## config.mk

```make
export PLATFORM = sky130hd
export DESIGN_NAME = spi_slave
export DESIGN_NICKNAME = d
export VERILOG_FILES = /design/src/rtl/spi_slave.sv
export SDC_FILE = /design/constraint.sdc
export NUM_CORES = 1
export LEC_CHECK = 0
export CORE_MARGIN = 2
export CORE_UTILIZATION = 40
export DETAILED_ROUTE_END_ITERATION = 6
export GPL_ROUTABILITY_DRIVEN = 0
export PLACE_DENSITY = 0.73
export SKIP_CTS_REPAIR_TIMING = 1
export SYNTH_ARGS = -nofsm -noshare
export SYNTH_HDL_FRONTEND = slang
export SYNTH_SLANG_ARGS = --single-unit
```

## constraint.sdc

```tcl
create_clock -name clk -period 1.9 [get_ports clk]
set_input_delay 0.38 -clock clk [delete_from_list [all_inputs] [get_ports clk]]
set_output_delay 0.38 -clock clk [all_outputs]
set_load 0.02 [all_outputs]
```

## src/rtl/spi_slave.sv

```systemverilog
// -----------------------------------------------------------------------------
// spi_slave
//
// SPI mode-0 slave (SCLK idles low, data sampled on SCLK rise, shifted on SCLK
// fall), MSB first, WIDTH-bit words. All SPI pins are oversampled in the clk
// domain through SYNC_STAGES-deep synchronizers. Each SCLK phase must last at
// least SYNC_STAGES+2 clk cycles.
//
// A transmit holding register decouples the host from the frame timing. The
// shift register is loaded from it at the start of a frame and at each word
// boundary, so several words can be sent back-to-back under one SS.
//
// Handshake: wrReady is high while the holding register is empty. A wrLoad
// pulse with wrReady high fills it, and wrReady falls on the next cycle. A
// wrLoad pulse with wrReady low overwrites the pending word. There is no
// backpressure on the receive side: rdValid is a one-cycle pulse that marks a
// new rdData word, and the host must take it that cycle or lose it.
//
// Ports
//   clk        system clock, rising-edge
//   resn       asynchronous active-low reset
//   SCLK       SPI clock from master
//   SS         slave select, active-low
//   MOSI       serial data from master
//   MISO       serial data to master (0 while idle)
//   wrData     word for the holding register
//   wrLoad     one-cycle strobe, writes wrData into the holding register
//   wrReady    holding register empty
//   rdData     last complete received word
//   rdValid    one-cycle pulse when rdData updates
//   abort      one-cycle pulse when SS rises mid-word
//   dbg_state  current FSM state (0 IDLE, 1 LOAD, 2 SHIFT)
// -----------------------------------------------------------------------------
module spi_slave #(
    parameter int WIDTH       = 16,
    parameter int SYNC_STAGES = 2
) (
    input  logic             clk,
    input  logic             resn,
    input  logic             SCLK,
    input  logic             SS,
    input  logic             MOSI,
    output logic             MISO,
    input  logic [WIDTH-1:0] wrData,
    input  logic             wrLoad,
    output logic             wrReady,
    output logic [WIDTH-1:0] rdData,
    output logic             rdValid,
    output logic             abort,
    output logic [1:0]       dbg_state
);

    // A single-flop synchronizer is not acceptable, so depths below 2 are
    // raised to 2.
    localparam int STAGES = (SYNC_STAGES < 2) ? 2 : SYNC_STAGES;
    localparam int CNT_W  = $clog2(WIDTH + 1);

    typedef enum logic [1:0] {
        IDLE  = 2'd0,
        LOAD  = 2'd1,
        SHIFT = 2'd2
    } state_t;

    state_t state_q, state_d;

    // ------------------------------------------------------------------
    // Input synchronizers and edge detection
    // ------------------------------------------------------------------
    logic [STAGES-1:0] sclk_sync, ss_sync, mosi_sync;
    logic              sclk_prev, ss_prev;
    logic              sclk_s, ss_s, mosi_s;
    logic              ss_fall, ss_rise;
    logic              sclk_rise, sclk_fall;

    always_ff @(posedge clk or negedge resn) begin
        if (!resn) begin
            sclk_sync <= '0;
            ss_sync   <= '0;
            mosi_sync <= '0;
            sclk_prev <= 1'b0;
            ss_prev   <= 1'b0;
        end else begin
            sclk_sync <= {sclk_sync[STAGES-2:0], SCLK};
            ss_sync   <= {ss_sync[STAGES-2:0], SS};
            mosi_sync <= {mosi_sync[STAGES-2:0], MOSI};
            sclk_prev <= sclk_sync[STAGES-1];
            ss_prev   <= ss_sync[STAGES-1];
        end
    end

    assign sclk_s = sclk_sync[STAGES-1];
    assign ss_s   = ss_sync[STAGES-1];
    assign mosi_s = mosi_sync[STAGES-1];

    assign ss_fall = ~ss_s & ss_prev;
    assign ss_rise = ss_s & ~ss_prev;

    // SCLK activity is only meaningful while the slave is selected. Gating on
    // ss_s also keeps a word completion and an abort from ever landing in the
    // same cycle, since an abort needs ss_s high.
    assign sclk_rise = ~ss_s & sclk_s & ~sclk_prev;
    assign sclk_fall = ~ss_s & ~sclk_s & sclk_prev;

    // ------------------------------------------------------------------
    // FSM
    // ------------------------------------------------------------------
    always_ff @(posedge clk or negedge resn) begin
        if (!resn) begin
            state_q <= IDLE;
        end else begin
            state_q <= state_d;
        end
    end

    always_comb begin
        state_d = state_q;
        case (state_q)
            IDLE:    if (ss_fall) state_d = LOAD;
            LOAD:    state_d = SHIFT;
            SHIFT:   state_d = SHIFT;
            default: state_d = IDLE;
        endcase
        // A deselected slave always returns to IDLE, whatever it was doing.
        if (ss_s) state_d = IDLE;
    end

    assign dbg_state = state_q;

    // ------------------------------------------------------------------
    // Datapath control
    // ------------------------------------------------------------------
    logic [WIDTH-1:0] hold_q;
    logic             hold_full;
    logic [WIDTH-1:0] tx_shift;
    logic [WIDTH-2:0] rx_shift;
    logic [WIDTH-1:0] rx_next;
    logic [CNT_W-1:0] bit_cnt;
    logic             reload_pend;
    logic             in_shift;
    logic             word_done;
    logic             tx_load;
    logic [WIDTH-1:0] load_word;

    assign in_shift  = (state_q == SHIFT);
    assign word_done = in_shift && sclk_rise && (bit_cnt == CNT_W'(WIDTH - 1));

    // At a word boundary the next falling edge reloads instead of shifting.
    assign tx_load   = (state_q == LOAD) || (in_shift && sclk_fall && reload_pend);

    // A wrLoad that coincides with a tx load goes straight into the shift
    // register. With no new write, the old holding value is sent again.
    assign load_word = wrLoad ? wrData : hold_q;

    // rx_shift keeps only the WIDTH-1 most recent bits. The incoming bit
    // completes the word.
    assign rx_next   = {rx_shift, mosi_s};

    // ------------------------------------------------------------------
    // Transmit holding register
    // ------------------------------------------------------------------
    always_ff @(posedge clk or negedge resn) begin
        if (!resn) begin
            hold_q    <= '0;
            hold_full <= 1'b0;
        end else if (tx_load) begin
            // hold_q keeps its value so an underrun can repeat it.
            hold_full <= 1'b0;
        end else if (wrLoad) begin
            hold_q    <= wrData;
            hold_full <= 1'b1;
        end
    end

    assign wrReady = ~hold_full;

    // ------------------------------------------------------------------
    // Transmit shift register
    // ------------------------------------------------------------------
    always_ff @(posedge clk or negedge resn) begin
        if (!resn) begin
            tx_shift <= '0;
        end else if (tx_load) begin
            tx_shift <= load_word;
        end else if (in_shift && sclk_fall) begin
            tx_shift <= {tx_shift[WIDTH-2:0], 1'b0};
        end
    end

    // During LOAD the shift register is not yet written, so the word about to
    // be loaded supplies the first bit.
    always_comb begin
        MISO = 1'b0;
        case (state_q)
            LOAD:    MISO = load_word[WIDTH-1];
            SHIFT:   MISO = tx_shift[WIDTH-1];
            default: MISO = 1'b0;
        endcase
    end

    // ------------------------------------------------------------------
    // Receive path, bit counter and word-boundary bookkeeping
    // ------------------------------------------------------------------
    always_ff @(posedge clk or negedge resn) begin
        if (!resn) begin
            rx_shift    <= '0;
            bit_cnt     <= '0;
            reload_pend <= 1'b0;
        end else if (!in_shift) begin
            // Outside SHIFT, any partial word is dropped.
            bit_cnt     <= '0;
            reload_pend <= 1'b0;
        end else begin
            if (sclk_rise) begin
                rx_shift <= rx_next[WIDTH-2:0];
                bit_cnt  <= word_done ? '0 : bit_cnt + 1'b1;
            end
            if (word_done) begin
                reload_pend <= 1'b1;
            end else if (sclk_fall) begin
                reload_pend <= 1'b0;
            end
        end
    end

    // ------------------------------------------------------------------
    // Host-side outputs
    // ------------------------------------------------------------------
    always_ff @(posedge clk or negedge resn) begin
        if (!resn) begin
            rdData  <= '0;
            rdValid <= 1'b0;
            abort   <= 1'b0;
        end else begin
            rdValid <= word_done;
            if (word_done) begin
                rdData <= rx_next;
            end
            // SS rising with the counter at 0 is a clean end of frame.
            abort <= in_shift && ss_rise && (bit_cnt != '0);
        end
    end

endmodule

```

=== Word level (Yosys, flattened, before mapping) ===
Cells that the tools add are included.

* Mux-type cells: 15
* Bitwise logic cells: 11
* Eq/ne operators: 6
* Reductions and logical operators: 13
* Add/sub/neg operators: 1

{| class="wikitable"
|+ Operators with widths
! kind !! count
|-
| 2-to-1 mux 16 bit || 3
|-
| 2-to-1 mux 5 bit || 3
|-
| AND 1 bit || 6
|-
| logical AND 1 bit || 6
|-
| adder 5 x 1 -> 5 bit (second input constant) || 1
|-
| == test 5 x 4 -> 1 bit (second input constant) || 1
|-
| 2-to-1 mux 1 bit || 5
|-
| NOT 1 bit || 5
|-
| nonzero test 5 bit || 1
|-
| 2-to-1 mux 2 bit || 2
|-
| case mux 2 bit (2 select lines) || 1
|-
| nonzero test 2 bit || 2
|-
| != test 3 x 2 -> 1 bit (second input constant) || 1
|-
| != test 3 bit (second input constant) || 1
|-
| == test 2 x 1 -> 1 bit (second input constant) || 1
|-
| == test 2 bit (second input constant) || 1
|-
| logical NOT 2 bit || 1
|-
| != test 2 bit (second input constant) || 1
|-
| case mux 1 bit (2 select lines) || 1
|-
| AND reduction 2 bit || 1
|-
| OR reduction 2 bit || 1
|-
| logical OR 1 bit || 1
|}

* Input bits: 22
* Output and inout port bits: 22
* Register bits: 82
* Logic and storage cells: 61

=== Logic depth before layout (Yosys ltp) ===
Gate-level depths: netlist of run 1.

* Word-level depth: 8
* Mapped depth: 8
* Mapped depth without buffers: 5

=== Least setup slack after synthesis of run 1 ===
No wires, ideal clock.

* Path kind: flip-flop to flip-flop
* From: reg state_q[0], in the netlist dbg_state[0]
* To: reg hold_q[10]
* Path buffers: 3
* Clock period less this slack: 2.034 ns
* Required time: 1.775 ns
* Slack: -0.134 ns
* Arrival: 1.909 ns
* Cell stages (with the launch flop): 9
* Library setup time: 0.125 ns
* Cell sequence: dfrtp_1 inv_1 ha_1 buf_2 nor4bb_4 buf_6 a21oi_4 buf_6 mux2_4

* Longest elaborated chain between the ends: 4
* Elaborated cells on any way between the ends: 5
* Those cells by class: eq/ne (2); reduce/logical (3)

{| class="wikitable"
|+ RTL lines
! element !! line !! RTL
|-
| start, declared || 64 || <nowiki>state_t state_q, state_d;</nowiki>
|-
| start signal, assigned || 111 || <nowiki>state_q <= state_d;</nowiki>
|-
| == test 2 bit || 144 || <nowiki>assign in_shift = (state_q == SHIFT);</nowiki>
|-
| logical AND 1 bit (2 in series) || 148 || <nowiki>assign tx_load = (state_q == LOAD) || (in_shift && sclk_fall && reload_pend);</nowiki>
|-
| logical OR 1 bit * || 148 ||
|-
| end signal, assigned || 169 || <nowiki>hold_q <= wrData;</nowiki>
|-
| end, declared || 132 || <nowiki>logic [WIDTH-1:0] hold_q;</nowiki>
|}

Every way passes the cells marked *; elsewhere a longest branch is shown, timed or not.
A chain may end at the register's enable or synchronous reset.

=== Worst setup path in the final report of run 1 ===
* From: in wrLoad
* To: out MISO

* Longest elaborated chain between the ends: 2

{| class="wikitable"
|+ RTL lines
! element !! line !! RTL
|-
| start, declared || 45 || <nowiki>input logic wrLoad,</nowiki>
|-
| 2-to-1 mux 16 bit || n/a ||
|-
| case mux 1 bit (2 select lines) || 193 || <nowiki>case (state_q)</nowiki>
|-
| end, declared || 43 || <nowiki>output logic MISO,</nowiki>
|}

Every way passes these cells.

==> results of run 1 <==
worst register-to-register path, stage by stage, from the launching register on:
cell	delay, ns
dfrtp_2	0.45
ha_4	0.19
buf_12	0.12
nor4bb_4	0.15
buf_4	0.15
a21oi_4	0.24
clkbuf_16	0.22
mux2_4	0.30
registers in the layout, summed over array words and instances (netlist names):
signal / cells
sclk_prev: 1
ss_prev: 1
mosi_sync: 2
dbg_state: 2
abort: 1
ss_sync: 2
rx_shift: 15
rdData: 16
hold_full: 1
hold_q: 16
sclk_sync: 2
tx_shift: 16
reload_pend: 1
rdValid: 1
bit_cnt: 5
power groups by stage:
stage | clock [mW] | combinational, mW | sequential, mW
global route | 1.49 | 1.13 | 2.23
detailed placement | 0 | 0.956 | 2.22
CTS | 1.41 | 0.960 | 2.19
global placement | 0 | 0.916 | 2.21
finish | 1.36 | 1.03 | 2.19
floorplan | 0 | 0.702 | 2.18
synthesized netlist by cell type, drive strengths merged:
master   instances  share of area [%]
a21boi           1               0.20
a21oi            2               0.57
a22oi            1               0.20
a31oi            1               0.17
and2             1               0.17
and3             1               0.17
and4bb           1               0.34
buf             13                2.6
clkbuf           2               0.20
dfrtp           82                 55
ha               5                1.7
inv             22                2.2
mux2            62                 20
mux2i           18                4.9
nand2            3               0.30
nand2b           1               0.17
nand3            1               0.14
nand4            1               0.17
nand4b           1               0.24
nand4bb          1               0.30
nor2            17                2.2
nor2b            4               0.68
nor3             2               0.27
nor3b            2               0.41
nor4b            1               0.24
nor4bb           1               0.68
o211a            1               0.27
o21a             1               0.20
o21ai            1               0.14
o221a            1               0.30
o22a            15                3.6
o31a             1               0.24
o32ai            1               0.24
xor2             1               0.24
kinds of logic (layout without fill, tap and decap cells):
| logic type | after synthesis | after routing | synth area share [%] |
|---|---|---|---|
| buffers and inverters | 37 | 105 | 5.039 |
| adders and majority gates | 5 | 5 | 1.691 |
| DFF | 82 | 82 | 55.46 |
| xor gates and xnor gates | 1 | 1 | 0.2368 |
| AOI/OAI and AO/OA | 26 | 26 | 6.088 |
| and+or+nand+nor | 38 | 38 | 6.425 |
| muxes | 80 | 80 | 25.06 |
cells in the final DEF, fill, tap and decap left out, types with 2 or more instances in the layout:
cell             count
nor2_1              16
nand2_1              3
clkdlybuf4s50_1     40
ha_1                 4
mux2i_1             18
bufinv_16            2
clkbuf_16            2
clkbuf_8             9
buf_12               7
dfrtp_2              2
nor2b_1              4
mux2_2              46
nor3b_1              2
mux2_4              16
o22a_1              15
dfrtp_1             80
inv_1               21
buf_6                2
nor3_1               2
buf_4               14
final cells by class:
type | count | share of cell area, %
Inverter | 22 | 1.747
Timing Repair Buffer | 68 | 15.78
Clock buffer | 9 | 2.621
Clock inverter | 6 | 1.906
Sequential cell | 82 | 43.47
Multi-Input combinational cell | 150 | 31.53
Tap cell | 111 | 2.939
layer usage:
layer  track usage (%)  vias up  part of all wire, %
li1                  -     1063                    -
met1             16.81     1132                   45
met2             23.18       43                   50
met3             5.014        4                  4.5
met4             4.004        0                 0.62
met5                 0        -                    0
worst min-delay path by stage:
stage / startpoint / endpoint
finish: mosi_sync[0] / mosi_sync[1]
global route: ss_sync[0] / ss_sync[1]
CTS: resn / bit_cnt[2]
detailed placement: ss_sync[0] / ss_sync[1]
global placement: ss_sync[0] / ss_sync[1]
floorplan: resn / abort
==> results.md, run 1 <==
Timing:
- The max-slew violation count is 0.
- Setup violations remaining at the end of the flow were counted as 13.
- The clock period minus final worst setup slack is 1.949 ns.
- The largest clock skew in the final design is 0.01207 ns.
- In this run the tightest slew margin relative to its limit is 60.07%.
- The count of final hold-check violations is 0.
- The maximum frequency from static timing analysis is 513.0 MHz.
- For the pin with the worst max-slew slack, the measured transition is 0.5977 ns.
- The worst path setup slack after routing is -0.04925 ns.
- Final hold analysis gives a worst-case slack of 0.3540 ns.
- Adding up every negative setup slack in the final design gives -0.2470 ns.
- Setup repair after global routing could not meet its margin everywhere.
- The ratio of final minimum period to clock period is 102.6%.

Finish:
- Summing all multi-input logic gate instances after layout gives 1490 sq um.
- The area of all placed cells without fillers is 4726 sq um.
- The finished layout holds 448 standard cells, fillers aside.
- Cells fill 51.88% of the core in the end.
- The repair_antennas step left the layout with diodes totalling 0.
- The final layout contains 360 nets.
- The number of fill cells is 796.
- Compared with the post-synthesis result, the final layout area differs by 27.73%.
- The post-route netlist has 33.53% of its cells at a drive strength greater than 1.
- The area taken by flip-flops and latches is 2054 sq um.

GRT:
- Global routing used 13.83% of the available tracks across all layers.
- The via count of the first global-routing pass was 2330.
- After global routing the overflow that remains totals 0.
- The first global-routing pass estimated 10850 microns of wire.
- The pin count of the biggest net entering global routing is 35.
- The initial antenna violation count is 0.

Placement:
- The number of placed instances, taps included, is 423.
- The placed instances occupy a cell area of 4343 sq um.
- The quantity of I/O buffers inserted on ports is 43.
- The half-perimeter wire length after detailed placement is 4295 microns.
- Prior to clock tree synthesis, the placed netlist has a worst setup slack of -0.4909 ns.

Power and ir drop:
- The portion of total power attributed to sequential cells is 47.8%.
- The switching power is 1.214 mW.
- The maximum ir drop on the vdd rail is 0.0005000 V.
- The combinational share of power is 22.4%.
- Of the total power, the share spent switching nets is 26.49%.
- The power per cell area is 969.9 nW/um^2.
- In this run, the clock network consumes 29.8% of the power.
- Power comes to 4.584 mW.
- The static leakage is 2.250 nW.
- The internal power of the cells totals 3.370 mW.

CTS:
- The TritonCTS clock tree is done.
- After clock tree synthesis, the clock-pin slew on the worst setup and hold paths is 0.09 ns.
- TritonCTS created 9 clock buffers.
- The clock drives 82 sinks.
- The tree is rooted in a clkbuf_8.
- The insertion delay to the later sink of the worst-skew pair is 0.35 ns.
- In this run the number of H-tree levels came out at 3.
- The longest clock path from root to sink contains 2 buffers.

Die:
- The floorplan has 35 rows.
- The effective utilization at floorplan is 40.62%.
- The core region is 9109 sq um.
- The die boundary width is 100.2 microns.
- The floorplan step set the die height to 100.2 microns.
- The floorplan die area is 10040 sq um.
- The I/O pin total is 44.

Worst setup path:
- The kind of cell with the highest combined delay on the critical path is buffers and inverters.
- The highest net fanout along the worst path is 2.
- The delay of the slowest cell on the worst path is 0.50 ns.
- The signal on the critical path passes through clkdlybuf4s50_1 > mux2_4 > a22oi_2 > nor2b_1 > buf_2.
- STA classifies the critical path startpoint as an input port.
- The type of the setup path with the least slack is in2out.
- The reg-to-reg setup timing slack is -0.03 ns.
- The length in cells of the worst reg-to-reg path is 7.
- The most critical setup path has its endpoint at MISO.
- The startpoint of the most critical register-to-register path is dbg_state[1].
- At the worst endpoint, the arrival time is 1.57 ns.
- The slowest stage of the critical path is the clkdlybuf4s50_1 cell.
- The worst register-to-register path ends at hold_q[14].
- The count of buffering cells on the critical path with inverters included is 2.
- Tracing the worst setup path back leads to its startpoint at wrLoad.
- For the worst setup path, the data required time is 1.52 ns.
- Counting buffers and inverters, the worst setup path is 5 cells deep.
- The kind of capture point of the worst setup path is a primary output.

Synth:
- The post-synthesis instance area is 3700 sq um.
- The number of nets in the synthesized netlist is 296.
- For this run, the number of Yosys warnings is 0.
- The per-instance average area after synthesis is 13.75 sq um.
- The share of the yosys chip area belonging to registers is 55.46%.
- The netlist uses 40 different library cells.
- The post-synthesis sequential element count is 82.
- Synthesis produced a netlist whose cell count is 269.

Drt:
- The total via count in the routed design is 2242.
- For this run, the detailed router's first-pass iteration total came to 4.
- After the first detailed-routing iteration, the DRC count stood at 39.
- After detailed routing, the number of vias per cell comes to 5.004.
- The routed length per placed instance is 15.10 microns.
- The number of DRC violations after detailed routing is 0.
- Summed over all layers, the routed wires come to 6767 microns.
- The number of nets with antenna violations after routing is 0.

Run:
- The count of maximum capacitance violations is 0.

Outcome:
- The flow ran to the end, but the final reports show violations.
- The final reports fail on setup timing.

Min path:
- The worst hold path was traced through 0 stages.
- In this run the worst hold path is classified as reg2reg.
Note: power is estimated with default switching activity, not from simulation.
==> run 2, diff against run 1 <==
--- a/config.mk
+++ b/config.mk
@@ -5,7 +5,6 @@
 export SDC_FILE = /design/constraint.sdc
 export NUM_CORES = 1
 export LEC_CHECK = 0
-export CORE_MARGIN = 2
 export CORE_UTILIZATION = 40
 export DETAILED_ROUTE_END_ITERATION = 6
 export GPL_ROUTABILITY_DRIVEN = 0
==> results.md, run 2 (synthesis results as in run 1) <==
Worst setup path:
- STA classifies the critical path startpoint as an input port.
- Data on the critical path arrives at its endpoint at 1.47 ns.
- The delay of the slowest cell on the worst path is 0.41 ns.
- The count of buffering cells on the critical path with inverters included is 2.
- Traced cell by cell, the critical path runs through clkdlybuf4s50_1 > mux2_4 > a22oi_1 > nor2b_1 > buf_2.
- The highest net fanout along the worst path is 3.
- On the critical path, the stage with the largest delay is an instance of clkdlybuf4s50_1.
- By startpoint and endpoint, the worst setup path is classified as in2out.
- The kind of cell with the highest combined delay on the critical path is buffers and inverters.
- The kind of capture point of the worst setup path is a primary output.
- The required time of the critical path is 1.52 ns.

Drt:
- Summed over all layers, the routed wires come to 6095 microns.
- For this run, design rule violations remaining after detail routing come to 0.
- The routed length per placed instance is 13.98 microns.
- The via density per instance is 4.977.
- The violation count after the first detailed-routing iteration is 87.
- Before antenna repair, the detailed router went through 6 iterations.
- The number of nets with antenna violations after routing is 0.
- The total via count in the routed design is 2170.

CTS:
- After clock tree synthesis, the clock-pin slew on the worst setup and hold paths is 0.08 ns.
- The insertion delay to the later sink of the worst-skew pair is 0.35 ns.
- The number of H-tree levels is 3.
- The cell at the root of the clock tree is clkbuf_8.
- The TritonCTS clock tree is done.
- In this run, CTS created clock tree buffers numbering 9.
- Clock tree synthesis found a total of 82 sinks.
- The maximum clock path buffer count is 2.

Power and ir drop:
- Net switching is 25.99% of the power.
- Sequential cells account for 48.9% of the total power.
- The static leakage is 2.151 nW.
- Cell internal power was estimated by the tool at 3.306 mW.
- The fraction of power consumed by the clock network is 30.6%.
- In this run the power spent charging and discharging nets is 1.161 mW.
- VDD sags by at most 0.0004393 V.
- Combinational logic burns 20.6% of the power.
- In this run the power density over the cells is 979.7 nW/um^2.

Timing:
- Setup repair after global routing could not meet its margin everywhere.
- The worst path setup slack after routing is 0.05427 ns.
- The largest clock skew in the final design is 0.01284 ns.
- Derived from the worst setup path, the maximum achievable clock frequency is 541.8 MHz.
- The ratio of final minimum period to clock period is 97.14%.
- The hold slack is 0.3531 ns.
- The smallest clock period supported by the final layout is computed as 1.846 ns.
- Measured against its own limit, the worst slew margin works out to 59.37%.
- For the pin with the worst max-slew slack, the measured transition is 0.6081 ns.
- The setup violation total in the final timing report is 0.
- The count of final hold-check violations came to 0.
- The max-slew violation count came to 0.
- After routing, the total negative slack on setup checks comes to 0 ns.

Finish:
- The largest registers in the layout are hold_q (16), rdData (16), tx_shift (16).
- Counting the fill cells in the layout gives 762.
- Cells with a size suffix above 1 make up 31.10% of the layout.
- The finished layout holds 436 standard cells, fillers aside.
- In the layout the commonest cells are 80 x dfrtp_1, 48 x mux2_2, 40 x clkdlybuf4s50_1.
- The synthesis-to-finish area growth is 23.23%.
- The library cell used most frequently in the layout, excluding fill and tap cells, is dfrtp_1.
- The diode insertion count for antenna repair is 0.
- Once layout is done, the placed cells without fillers occupy 4559 sq um.
- After the last flow step, the layout net total stands at 350.

Die:
- The effective utilization at floorplan is 41.81%.
- The die height is 98.18 microns.
- During I/O placement, the number of pins put on the boundary was 44.
- The die is 98.18 microns wide.
- The core area is 8848 sq um.
- The floorplan die area is 9638 sq um.
- The number of rows in the core area is 34.

Placement:
- The quantity of I/O buffers inserted on ports is 43.
- Detailed placement ended at an HPWL of 4032 microns.
- In this run the cell area measured after placement is 4299 sq um.
- In this run, placement finished with an instance count of 418.
- OpenSTA, run right after detailed placement, puts the worst setup slack at -0.5248 ns.

GRT:
- The first global-routing pass estimated 10820 microns of wire.
- The via count of the first global-routing pass is 2339.
- The initial antenna violation count was 0.
- For this run, the total global-route usage over all layers was measured as 14.07%.
- The pin count of the biggest net entering global routing is 39.
- The total grt overflow is 0.

Outcome:
- The run finished with clean final reports.

Min path:
- The tightest min-delay check is of the reg2reg type.

Run:
- The count of maximum capacitance violations is 0.
==> run 2: changes by cell type in the layout (fill, tap and decap cells not counted), moves of 2 or more <==
cell / delta
mux2_4: -2
mux2_2: +2
buf_4: -3
clkbuf_16: -2
buf_6: -2
clkinvlp_4: +2
buf_12: -3
==> run 2: final timing paths <==
kind | cells after the start | end | slack, ns | startpoint
setup / recovery | 5 | MISO | 0.05 | wrData[15]
hold / removal | 0 | sclk_sync[1] | 0.35 | sclk_sync[0]
setup reg to reg | 8 | tx_shift[10] | 0.09 | dbg_state[0]
hold reg to reg | 0 | sclk_sync[1] | 0.35 | sclk_sync[0]
max in group asynchronous | 3 | hold_q[14] | 0.83 | resn
min in group asynchronous | 2 | hold_q[2] | 0.46 | resn
==> run 2: power groups by stage <==
stage	Sequential [mW]	Combinational, mW	Clock (mW)
floorplan	2.18	0.702	0
global placement	2.20	0.900	0
detailed placement	2.21	0.924	0
CTS	2.18	0.932	1.41
global route	2.23	1.04	1.49
finish	2.18	0.919	1.37
==> run 2: per-stage QoR <==
stage | util (%) | total power, mW
after floorplan | - | 2.885
after global placement | 48.59 | 3.104
after detailed placement | 48.59 | 3.138
after CTS | 51.06 | 4.523
after global routing | 51.53 | 4.758
final | 51.53 | 4.467
==> run 2: worst register-to-register path, delay by kind of cell, from the launching register on <==
kind / cells / cell delay [ns]
buf+inv: 4 / 0.54
flops: 1 / 0.43
mux: 1 / 0.21
fa+ha+maj: 1 / 0.15
simple gates: 1 / 0.27
compound gates: 1 / 0.16
==> run 2: area by class of cell <==
class	count	area, sq um	area share, %
Inverter	22	82.58	1.811
Multi-Input combinational cell	150	1478	32.41
Clock buffer	10	127.6	2.799
Tap cell	108	135.1	2.964
Timing Repair Buffer	58	590.6	12.95
Sequential cell	82	2054	45.06
Clock inverter	6	91.34	2.003
==> run 2: routing by layer <==
layer | share of wire [%] | global-route usage (%) | wire [microns]
met3 | 4.4 | 5.154 | 270
met4 | 0.77 | 3.444 | 47
met2 | 48 | 23.35 | 2952
met5 | 0 | 0 | 0
met1 | 46 | 17.47 | 2825
==> run 3, diff against run 2 <==
--- a/config.mk
+++ b/config.mk
@@ -13,3 +13,4 @@
 export SYNTH_ARGS = -nofsm -noshare
 export SYNTH_HDL_FRONTEND = slang
 export SYNTH_SLANG_ARGS = --single-unit
+export TNS_END_PERCENT = 10
==> results.md, run 3 (synthesis results as in run 1) <==
GRT:
- The total grt overflow is 0.
- For this run, global-route usage on met1 was measured as 17.47%.
- The via count of the first global-routing pass came to 2339.
- Global routing used 14.07% of the available tracks.
- met2 is the most crowded layer.
- The first global-routing pass estimated 10820 microns of wire.
- The met3 global-route usage is 5.154%.
- Global routing consumed, on the met2 layer, 23.35% of the routing resources.
- The initial antenna violation count is 0.
- Entering global routing, the biggest net connects 39 pins.

Power and ir drop:
- The design draws 4.467 mW.
- The power per cell area is 979.7 nW/um^2.
- For this design the static power due to leakage is 2.151 nW.
- The maximum ir drop on the vdd rail is 0.0004393 V.

Worst setup path:
- The critical path is of the in2out type.
- Of all nets on the critical path, the largest fanout is 3.
- The kind of capture point of the worst setup path is a primary output.
- The startpoint type of the worst setup path is an input port.
- Traced cell by cell, the critical path runs through clkdlybuf4s50_1 > mux2_4 > a22oi_1 > nor2b_1 > buf_2.
- STA puts the critical path data arrival time at 1.47 ns.
- STA puts the critical path data required time at 1.52 ns.
- The delay of the slowest cell on the worst path is 0.41 ns.
- The slowest cell on the critical path is clkdlybuf4s50_1.

CTS:
- The TritonCTS clock tree is done.
- The cell at the root of the clock tree is clkbuf_8.
- The number of buffers created by CTS is 9.
- The longest clock path from root to sink contains 2 buffers.
- The clock transition time at the flip-flop clock pins of the worst setup and hold paths is 0.08 ns.
- The insertion delay to the later sink of the worst-skew pair is 0.35 ns.
- The count of clock tree sinks is 82.
- The number of H-tree levels is 3.

Drt:
- The violation count after the first detailed-routing iteration is 87.
- The wire length after detailed routing is 6095 microns.
- The final route contains 2170 vias.
- The number of DRC violations after detailed routing is 0.
- Using the TritonRoute via totals, the vias-per-cell ratio works out to 4.977.
- The first-pass iteration count of the detailed router is 6.
- Once detail routing completed, the nets flagged for antenna violations numbered 0.
- In the final routed layout, each cell accounts on average for 13.98 microns.

Die:
- The floorplan step defined a die boundary enclosing 9638 sq um.
- The effective utilization at floorplan is 41.81%.
- The number of rows in the core area is 34.
- The die height is 98.18 microns.
- 44 I/O pins were placed.
- The die is 98.18 microns wide.
- After floorplanning, the core was sized to cover 8848 sq um.

Finish:
- The diode insertion count for antenna repair is 0.
- The number of nets in the finished design is 350.
- The library cell used most frequently in the layout, excluding fill and tap cells, is dfrtp_1.
- The fraction of layout instances using a drive strength above 1 is 31.10%.
- The share of the core filled with cells is 51.53%.
- The area of all placed cells without fillers is 4559 sq um.
- The count of non-filler cells in the finished layout is 436.
- Leaving out fill and tap cells, the most frequent cells in the layout are 80 x dfrtp_1, 48 x mux2_2, 40 x clkdlybuf4s50_1.
- The synthesis-to-finish area growth is 23.23%.
- The largest registers in the layout are hold_q (16), rdData (16), tx_shift (16).

Placement:
- The quantity of I/O buffers inserted on ports is 43.
- Before CTS, the worst setup slack after placement is -0.5248 ns.
- The HPWL after detailed placement is 4032 microns.
- The number of cells in the design after placement is 418.
- The cell area after placement is 4299 sq um.

Min path:
- The class of the most critical hold timing path is reg2reg.

Timing:
- The count of final hold-check violations is 0.
- The max-slew headroom at the worst pin is 59.37%.
- Across all hold checks on the routed design, the worst slack comes to 0.3531 ns.
- Setup repair after global routing could not meet its margin everywhere.
- Based on the critical path, the design can be clocked at up to 541.8 MHz.
- Setup violations remaining at the end of the flow were counted as 0.
- The worst path setup slack after routing is 0.05427 ns.
- The max-slew violation count is 0.
- In the final timing run, aggregate negative setup slack is 0 ns.
- The largest clock skew in the final design is 0.01284 ns.
- In the finished design, the share of the clock period the worst path needs comes to 97.14%.
- The clock period minus final worst setup slack is 1.846 ns.
- For the pin with the worst max-slew slack, the measured transition is 0.6081 ns.

Run:
- The count of maximum capacitance violations is 0.

Outcome:
- The run finished with clean final reports.
run 3: worst paths after layout:
check / slack [ns] / endpoint / startpoint / depth (start not counted)
min: 0.35 / sclk_sync[1] / sclk_sync[0] / 0
max: 0.05 / MISO / wrData[15] / 5
min in group asynchronous: 0.46 / hold_q[2] / resn / 2
min reg2reg: 0.35 / sclk_sync[1] / sclk_sync[0] / 0
max in group asynchronous: 0.83 / hold_q[14] / resn / 3
max reg2reg: 0.09 / tx_shift[10] / dbg_state[0] / 8
run 3: power by group:
part	switching, mW	internal (mW)	total, mW
clock network	0.623	0.742	1.37
registers	0.154	2.03	2.18
logic	0.383	0.536	0.919
total	1.16	3.31	4.47
run 3: area by class of cell:
| type | instances | area (sq um) |
|---|---|---|
| tap | 108 | 135.1 |
| multi-input combinational | 150 | 1478 |
| clock buffer | 10 | 127.6 |
| clock inverter | 6 | 91.34 |
| inverter | 22 | 82.58 |
| timing repair buffer | 58 | 590.6 |
| fill | 762 | 4289 |
| sequential | 82 | 2054 |
run 3: per-layer routing:
layer / part of all wire, % / vias to the layer above
met4: 0.77 / 0
met1: 46 / 1076
li1: - / 1051
met2: 48 / 39
met3: 4.4 / 4
met5: 0 / -
run 3: worst max-delay path, delay by kind of cell:
family,cells,cell delay (ns)
AOI/OAI and AO/OA,1,0.16
buffers and inverters,2,0.57
muxes,1,0.28
and+or+nand+nor,1,0.07
